## src/rtl/grant_pkg.sv

```systemverilog
// Shared definitions for the request/grant mux family: drop counter width and
// grant-vector helpers (one-hot check, one-hot to index).
package grant_pkg;

  localparam int DROP_CNT_W = 8;
  localparam int GRANT_MAX_W = 32;

  function automatic logic is_onehot(input logic [GRANT_MAX_W-1:0] vec);
    return (vec != '0) && ((vec & (vec - 1'b1)) == '0);
  endfunction

  // Index of the lowest set bit; only meaningful when the vector is one-hot.
  function automatic int onehot_to_idx(input logic [GRANT_MAX_W-1:0] vec);
    int idx;
    idx = 0;
    for (int i = GRANT_MAX_W - 1; i >= 0; i--) begin
      if (vec[i]) idx = i;
    end
    return idx;
  endfunction

endpackage

```

## src/rtl/grant_demux_chan_fifo2.sv

```systemverilog
// Two-entry FIFO for one return channel; the head register is the output, so it
// keeps its last value once the channel drains.
module chan_fifo2
  import grant_pkg::*;
#(
  parameter int WIDTH = 4
) (
  input  logic             clk,
  input  logic             rst_n,
  input  logic             push,
  input  logic [WIDTH-1:0] wdata,
  input  logic             pop,
  output logic [WIDTH-1:0] rdata,
  output logic [1:0]       count,
  output logic             full
);

  logic [WIDTH-1:0] head;
  logic [WIDTH-1:0] tail;
  logic             push_ok;
  logic             pop_ok;

  assign full    = (count == 2'd2);
  assign push_ok = push && !full;
  assign pop_ok  = pop && (count != 2'd0);
  assign rdata   = head;

  always_ff @(posedge clk or negedge rst_n) begin
    if (!rst_n) begin
      head  <= '0;
      tail  <= '0;
      count <= 2'd0;
    end else begin
      // A push lands directly in the head slot whenever the head is free or being vacated.
      if (push_ok && ((count == 2'd0) || ((count == 2'd1) && pop_ok))) begin
        head <= wdata;
      end else if (pop_ok && (count == 2'd2)) begin
        head <= tail;
      end
      if (push_ok && (count == 2'd1) && !pop_ok) begin
        tail <= wdata;
      end
      count <= count + {1'b0, push_ok} - {1'b0, pop_ok};
    end
  end

endmodule

```

## src/rtl/grant_demux.sv

```systemverilog
// Return-path demultiplexer: steers each word to the channel named by its one-hot
// grant, and drops/counts words whose grant is malformed.
module grant_demux
  import grant_pkg::*;
#(
  parameter int WIDTH = 4,
  parameter int N     = 4
) (
  input  logic                  clk,
  input  logic                  rst_n,
  input  logic                  in_valid,
  output logic                  in_ready,
  input  logic [WIDTH-1:0]      in_data,
  input  logic [N-1:0]          in_grant,
  output logic [N-1:0]          out_valid,
  input  logic [N-1:0]          out_ready,
  output logic [N*WIDTH-1:0]    out_data,
  output logic                  err,
  output logic [DROP_CNT_W-1:0] drop_cnt
);

  localparam int SEL_W = (N > 1) ? $clog2(N) : 1;

  logic             onehot;
  logic [SEL_W-1:0] sel;
  logic [N-1:0]     full;
  logic [N-1:0]     push;
  logic             drop;
  logic [WIDTH-1:0] head [N];
  logic [1:0]       count [N];

  assign onehot = is_onehot(GRANT_MAX_W'(in_grant));
  assign sel    = SEL_W'(onehot_to_idx(GRANT_MAX_W'(in_grant)));

  // Malformed grants are always taken so a bad word can never stall the link.
  assign in_ready = onehot ? !full[sel] : 1'b1;
  assign drop     = in_valid && !onehot;

  always_comb begin
    push = '0;
    if (in_valid && in_ready && onehot) push = in_grant;
  end

  for (genvar i = 0; i < N; i++) begin : g_chan
    chan_fifo2 #(.WIDTH(WIDTH)) u_fifo (
      .clk   (clk),
      .rst_n (rst_n),
      .push  (push[i]),
      .wdata (in_data),
      .pop   (out_ready[i]),
      .rdata (head[i]),
      .count (count[i]),
      .full  (full[i])
    );
    assign out_valid[i]                = (count[i] != 2'd0);
    assign out_data[i*WIDTH +: WIDTH]  = head[i];
  end

  always_ff @(posedge clk or negedge rst_n) begin
    if (!rst_n) begin
      err      <= 1'b0;
      drop_cnt <= '0;
    end else if (drop) begin
      err <= 1'b1;
      if (drop_cnt != {DROP_CNT_W{1'b1}}) drop_cnt <= drop_cnt + 1'b1;
    end
  end

endmodule

```

## config.mk

```make
export PLATFORM = sky130hd
export DESIGN_NAME = grant_demux
export DESIGN_NICKNAME = d
export VERILOG_FILES = /design/src/rtl/grant_pkg.sv /design/src/rtl/grant_demux_chan_fifo2.sv /design/src/rtl/grant_demux.sv
export SDC_FILE = /design/constraint.sdc
export NUM_CORES = 1
export LEC_CHECK = 0
export ABC_AREA = 1
export ABC_CLOCK_PERIOD_IN_PS = 2550
export BUFFER_PORTS_ARGS = -buffer_cell sky130_fd_sc_hd__buf_4
export CORE_MARGIN = 5
export CORE_UTILIZATION = 30
export CTS_BUF_LIST = sky130_fd_sc_hd__clkbuf_2 sky130_fd_sc_hd__clkbuf_4 sky130_fd_sc_hd__clkbuf_8
export DETAILED_ROUTE_END_ITERATION = 7
export PLACE_DENSITY = 0.49
export SKIP_LAST_GASP = 1
export SYNTH_ARGS = -nofsm -noshare
export SYNTH_HDL_FRONTEND = slang
export SYNTH_HIERARCHICAL = 1
export SYNTH_SLANG_ARGS = --single-unit
```

## constraint.sdc

```tcl
create_clock -name clk -period 2.55 [get_ports clk]
set_input_delay 0.255 -clock clk [delete_from_list [all_inputs] [get_ports clk]]
set_output_delay 0.255 -clock clk [all_outputs]
set_load 0.1 [all_outputs]
```

; Yosys cells after proc, flatten, opt, wreduce, memory -nomap -nowiden
; Cells that the tools add are included.
[classes]
eq_ne = 9
add_sub_neg = 10
n_reduce_logical = 61
muxes = 16
bitwise_logic = 1
n_lt_le_gt_ge = 1
[ops]
columns = cell, count
row1 = 4-bit 2-to-1 mux, 9
row2 = 4-bit by 32-bit AND with 32-bit output, 1
row3 = 1-bit logical AND, 32
row4 = 32-bit zero test, 1
row5 = 2-bit nonzero test, 8
row6 = 1-bit zero test, 10
row7 = 2-bit by 1-bit adder with 2-bit output, 4
row8 = "8-bit by 1-bit adder with 8-bit output, second input constant", 1
row9 = "2-bit by 1-bit == test with 1-bit output, second input constant", 4
row10 = "2-bit == test, second input constant", 4
row11 = 2-bit zero test, 4
row12 = 2-bit 2-to-1 mux, 4
row13 = "8-bit != test, second input constant", 1
row14 = 2-bit by 1-bit subtractor with 2-bit output, 4
row15 = "4-bit by 1-bit subtractor with 5-bit output, second input constant", 1
row16 = 1-bit logical OR, 4
row17 = 4-bit nonzero test, 1
row18 = "2-bit by 3-bit < comparator with 1-bit output, second input constant", 1
row19 = 1-bit binary-select mux with 2-bit select, 1
row20 = 1-bit 2-to-1 mux, 2
row21 = 2-bit AND reduction, 1
[word_totals]
reg_bits = 49
out_inout_bits = 30
in_bits = 15
elab_cells = 112

; Longest topological paths before layout
[logic_depth]
depth_word = 14
depth_mapped = 16
depth_no_buf = 16

; By module
; Netlist, hierarchy kept.
[modules_own_cells]
columns = module, cells_per_inst, area_per_inst_um2, n_inst, seq_area_each_um2
row1 = chan_fifo2, 65, 555.5, 4, 250.2
row2 = grant_demux, 105, 676.9, 1, 225.2

; Least setup slack after synthesis
; No wires, ideal clock.
[synth_timing]
path_kind = register to register
startpoint = reg drop_cnt[0]
endpoint = reg drop_cnt[2]
t_arrival_ns = 2.094
setup_time_ns = 0.083
slack_ns = 0.373
required_ns = 2.467
period_less_slack_ns = 2.177
path_stages_with_launch = 9
path_buffers = 1
path_cell_list = dfrtp_1 ha_1 nand3_1 nor2_2 nand3_2 nand3_2 buf_6 nand2_1 o21ai_0
[synth_between]
elab_chain_len = 2
word_cells_on_any_way = 3
cone_classes = 1 x add/sub / 1 x eq/ne / 1 x reduce/logical
[synth_rtl]
columns = item, line_no
row1 = start: declaration, grant_demux.sv:19  ; output logic [DROP_CNT_W-1:0] drop_cnt
row2 = start signal: assignment, grant_demux.sv:65  ; if (drop_cnt != {DROP_CNT_W{1'b1}}) drop_cnt <= drop_cnt + 1'b1;
row3 = branches (longest 2 deep; another with 8-bit by 1-bit adder with 8-bit output), n/a
; Parallel ways; which one is timed is not known.
; A chain may end at the register's enable or synchronous reset.

; Worst setup path in the final report
[layout_timing]
startpoint = reg g_chan[1].u_fifo.count[0]
endpoint = reg g_chan[3].u_fifo.count[1]
[layout_between]
elab_chain_len = 11
[layout_rtl]
columns = item, line_no
row1 = start: declaration, grant_demux_chan_fifo2.sv:14  ; output logic [1:0] count,
row2 = start signal: assignment, grant_demux_chan_fifo2.sv:43  ; count <= count + {1'b0, push_ok} - {1'b0, pop_ok};
row3 = 2-bit == test, grant_demux_chan_fifo2.sv:23  ; assign full = (count == 2'd2);
row4 = named net full[1], grant_demux.sv:26  ; logic [N-1:0] full;
row5 = 1-bit binary-select mux with 2-bit select, grant_demux.sv:36  ; assign in_ready = onehot ? !full[sel] : 1'b1;
row6 = 1-bit 2-to-1 mux (not written as such), grant_demux.sv:36
row7 = 1-bit zero test, grant_demux.sv:36
row8 = 1-bit 2-to-1 mux, grant_demux.sv:36
row9 = 1-bit logical AND (2 in series), grant_demux.sv:41  ; if (in_valid && in_ready && onehot) push = in_grant;
row10 = 4-bit 2-to-1 mux, grant_demux.sv:41
row11 = named net push[3], grant_demux.sv:27  ; logic [N-1:0] push;
row12 = 1-bit logical AND, grant_demux_chan_fifo2.sv:24  ; assign push_ok = push && !full;
row13 = 2-bit by 1-bit adder with 2-bit output, grant_demux_chan_fifo2.sv:43
row14 = 2-bit by 1-bit subtractor with 2-bit output, grant_demux_chan_fifo2.sv:43
row15 = end signal: assignment, grant_demux_chan_fifo2.sv:43
row16 = end: declaration, grant_demux_chan_fifo2.sv:14
; The timed path passes the listed nets, and every way through them passes these cells. The select of a mux whose other input is x is not followed.

==> results.cfg <==
[critical_path]
path_class = reg -> reg
cp-endpoint = g_chan[3].u_fifo/count[1]
crit-reg2reg-capture = g_chan[3].u_fifo/count[1]
cp.required_ns = 2.75
timing.reg2reg.setup_slack_ns = 0.29
worstSetupEndpointType = flop
worstSetupStartpoint = g_chan[1].u_fifo/count[0]
cp.arrival_ns = 2.46
crit_path_start_kind = flop
worstReg2RegStart = g_chan[1].u_fifo/count[0]
ff2ff_path_depth = 16
worstPathMaxFanout = 6

[timing]
final.setup.worst_slack_ns = 0.291
unrepaired_setup_endpoints_after_global_routing = true
period_minus_slack_ns = 2.26
final-setup-viol-count = 0
maxSlewHeadroom_pct = 56.5
timing.fmax_mhz = 443
finalCritPeriodShare_pct = 88.6
worst-slew-pin-transition_ns = 0.652
finalHoldViolCount = 0
timing.clock.skew_ns = 0.00422
timing.setup.tns_ns = 0
drv_slew = 0

[global_routing]
vias_in_the_first_global_route = 2493
grt_pass1_wl_um = 11300
overflow_after_grt = 0
global_route.usage.total_pct = 11.9
grt_max_degree = 50
antenna_found_initial = 0

[run_status]
run_status = finished clean

[power_and_ir_drop]
power_frac_comb_pct = 56.2
power_share_of_the_clock_group_pct = 15.2
power.switching_mw = 2.40
ir_drop_worst_vdd_mv = 0.556
cell_internal_pwr_mw = 2.05
power_density_nw_per_um2 = 1270
share_seq_of_total_power_pct = 28.6
total_leakage_power_nw = 1.84
sw_frac_of_total_pct = 54.0

[finish]
multi_input_comb_area_um2 = 1360
post_route_cells_drive_above_1_share_pct = 24.5
layout-area-overhead-vs-synth_pct = 21.2
final_util_pct = 37.7
filler_cell_count = 1005
count_of_inserted_antenna_diode_cells = 0
final-seq-area_um2 = 1230
nets = 436

[die]
die_height_um = 108
io-pin-count = 45
die_wd_um = 108
initial_utilization_pct = 31.1
placement_rows = 35
dieArea_um2 = 11700
core_area_um2 = 9330

[yosys]
netlist.area_leader.share_pct = 42.3
postSynthRegisterBits = 49
post_synth_instance_area_um2 = 2900
synth.net_count = 385
yosys_warnings = 6
synth-seq-area-share_pct = 42.3
synthDominantAreaCellType = dfrtp_1
netlist_cell_types = 21
synth.avg_cell_area_um2 = 7.94
netlist_top_cells_area = dfrtp_1, nand2_1, nand3_1
synth_cells = 365

[drt]
initialDrtViolationCount = 109
drt_first_pass_iters = 4
post_detailed_routing_wire_length_um = 6460
num_vias = 2411
post-route-drc-count = 0
post_drt_via_cell_ratio = 4.42
antenna_left = 0
avgRoutedWirePerCell_um = 11.8

[clock_network]
ctsHtreeMaxLevel = 2
cts.repair_timing.setup_buffer_count = 0
numCtsBuffers = 5
max-clock-path-buffers = 2
count_of_clock_tree_sinks = 49
clkSlewWorstSetupHoldPaths_ns = 0.10
root_buffer = clkbuf_8
cts_tree = built
clkLatencyLatePin_ns = 0.30

[placement]
dp_slack_ns = 0.301
post_detail_place_hpwl_um = 4810
finalWeightedCongestion = 0.783
io_buffer_count = 44

[min_path]
hold_path.class = in -> reg

[flow_run]
drv_cap = 0
power groups by stage:
stage	registers (mW)	logic [mW]	clock network, mW
global route	1.32	2.69	0.732
CTS	1.28	2.53	0.709
detailed placement	1.29	2.52	0
global placement	1.29	2.50	0
finish	1.28	2.50	0.676
floorplan	2.18	1.14	0
cell families (layout without fill, tap and decap cells):
| group | after synthesis | in the layout | synth area share [%] |
|---|---|---|---|
| AOI/OAI and AO/OA | 34 | 34 | 5.87 |
| and+or+nand+nor | 195 | 195 | 36.4 |
| DFF | 49 | 49 | 42.3 |
| buffers and inverters | 74 | 126 | 10.9 |
| adders and majority gates | 5 | 5 | 2.16 |
| xor gates and xnor gates | 8 | 8 | 2.42 |
cell usage in the layout, fill, tap and decap left out:
cell            n
inv_2          13
inv_1          56
xor2_1          1
nor2_2          2
xnor2_1         7
nand3_1        57
nand3_4         4
buf_4          48
or2_2           5
nor2_1          8
inv_6           1
dlygate4sd3_1   1
nand3_2         6
nand2_2         8
dfrtp_1        49
nand3b_1        1
nor2_8          4
nand2_4         4
clkbuf_8        5
o21ai_1        29
bufinv_16       2
nand4_1        10
o21ai_0         5
ha_1            5
nand2_1        86
Yosys cell counts (all sizes together):
cell	number
xnor2	7
or2	5
nand4	10
ha	5
nand3b	1
o21ai	34
buf	5
nand2	98
nor2	14
nand3	67
xor2	1
dfrtp	49
inv	69
registers in the layout, indices dropped and copies added, names as in the netlist:
register and flops:
g_chan.u_fifo/rdata 16, drop_cnt 8, g_chan.u_fifo/count 8, err 1, g_chan.u_fifo/tail 16
what timing repair did:
item,4_1_cts,5_1_grt
resized for setup,0,1
hold buffers,1,0
setup endpoints to repair,0,3
endpoints found under the hold margin,40,0
critical path, cell delays in order, from the launching register on:
cell     delay (ns)
dfrtp_1        0.50
inv_2          0.10
nand2_2        0.09
inv_1          0.04
inv_1          0.04
nand3_1        0.06
nand3_1        0.10
nand3_1        0.15
nor2_1         0.27
nand2_1        0.12
nand2_1        0.10
nand2_1        0.06
ha_1           0.18
xnor2_1        0.18
inv_1          0.06
nand2_1        0.06
nand2_1        0.04
metrics by stage:
stage / hold slack [ns] / total power, mW / instances / instance area [um^2]
after floorplan: -0.0406 / 3.32 / 365 / 2900
after global placement: 0.336 / 3.79 / 537 / 3360
after detailed placement: 0.333 / 3.82 / 537 / 3360
after CTS: 0.227 / 4.52 / 546 / 3510
after global routing: 0.235 / 4.74 / 546 / 3510
final: 0.239 / 4.45 / 546 / 3510
how the worst min path moves through the flow:
| stage | start | to | slack (ns) | cells past startpoint |
|---|---|---|---|---|
| global placement | rst_n | g_chan[2].u_fifo/rdata[0] | 0.34 | 1 |
| global route | in_data[1] | g_chan[2].u_fifo/tail[1] | 0.23 | 3 |
| detailed placement | rst_n | g_chan[2].u_fifo/rdata[0] | 0.33 | 1 |
| CTS | in_valid | drop_cnt[0] | 0.23 | 3 |
| floorplan | rst_n | drop_cnt[0] | -0.04 | 0 |
| finish | in_valid | drop_cnt[0] | 0.24 | 3 |
final cells by class:
type	count	area share, %
multi-input combinational	242	38.7
sequential	49	34.9
timing repair buffer	49	10.5
inverter	69	7.37
tap	129	4.59
clock buffer	5	1.96
clock inverter	3	1.96
routing by layer:
layer  vias to the layer above  track usage [%]  share of wire (%)  wire length (um)
met5                         -                0                  0                 0
met4                         0             3.25               0.74                48
met3                         4             2.75                3.7               237
met2                        33             19.1                 45              2910
met1                      1105             16.2                 51              3270
li1                       1269                -                  -                 -
(Power assumes the default switching activity.)
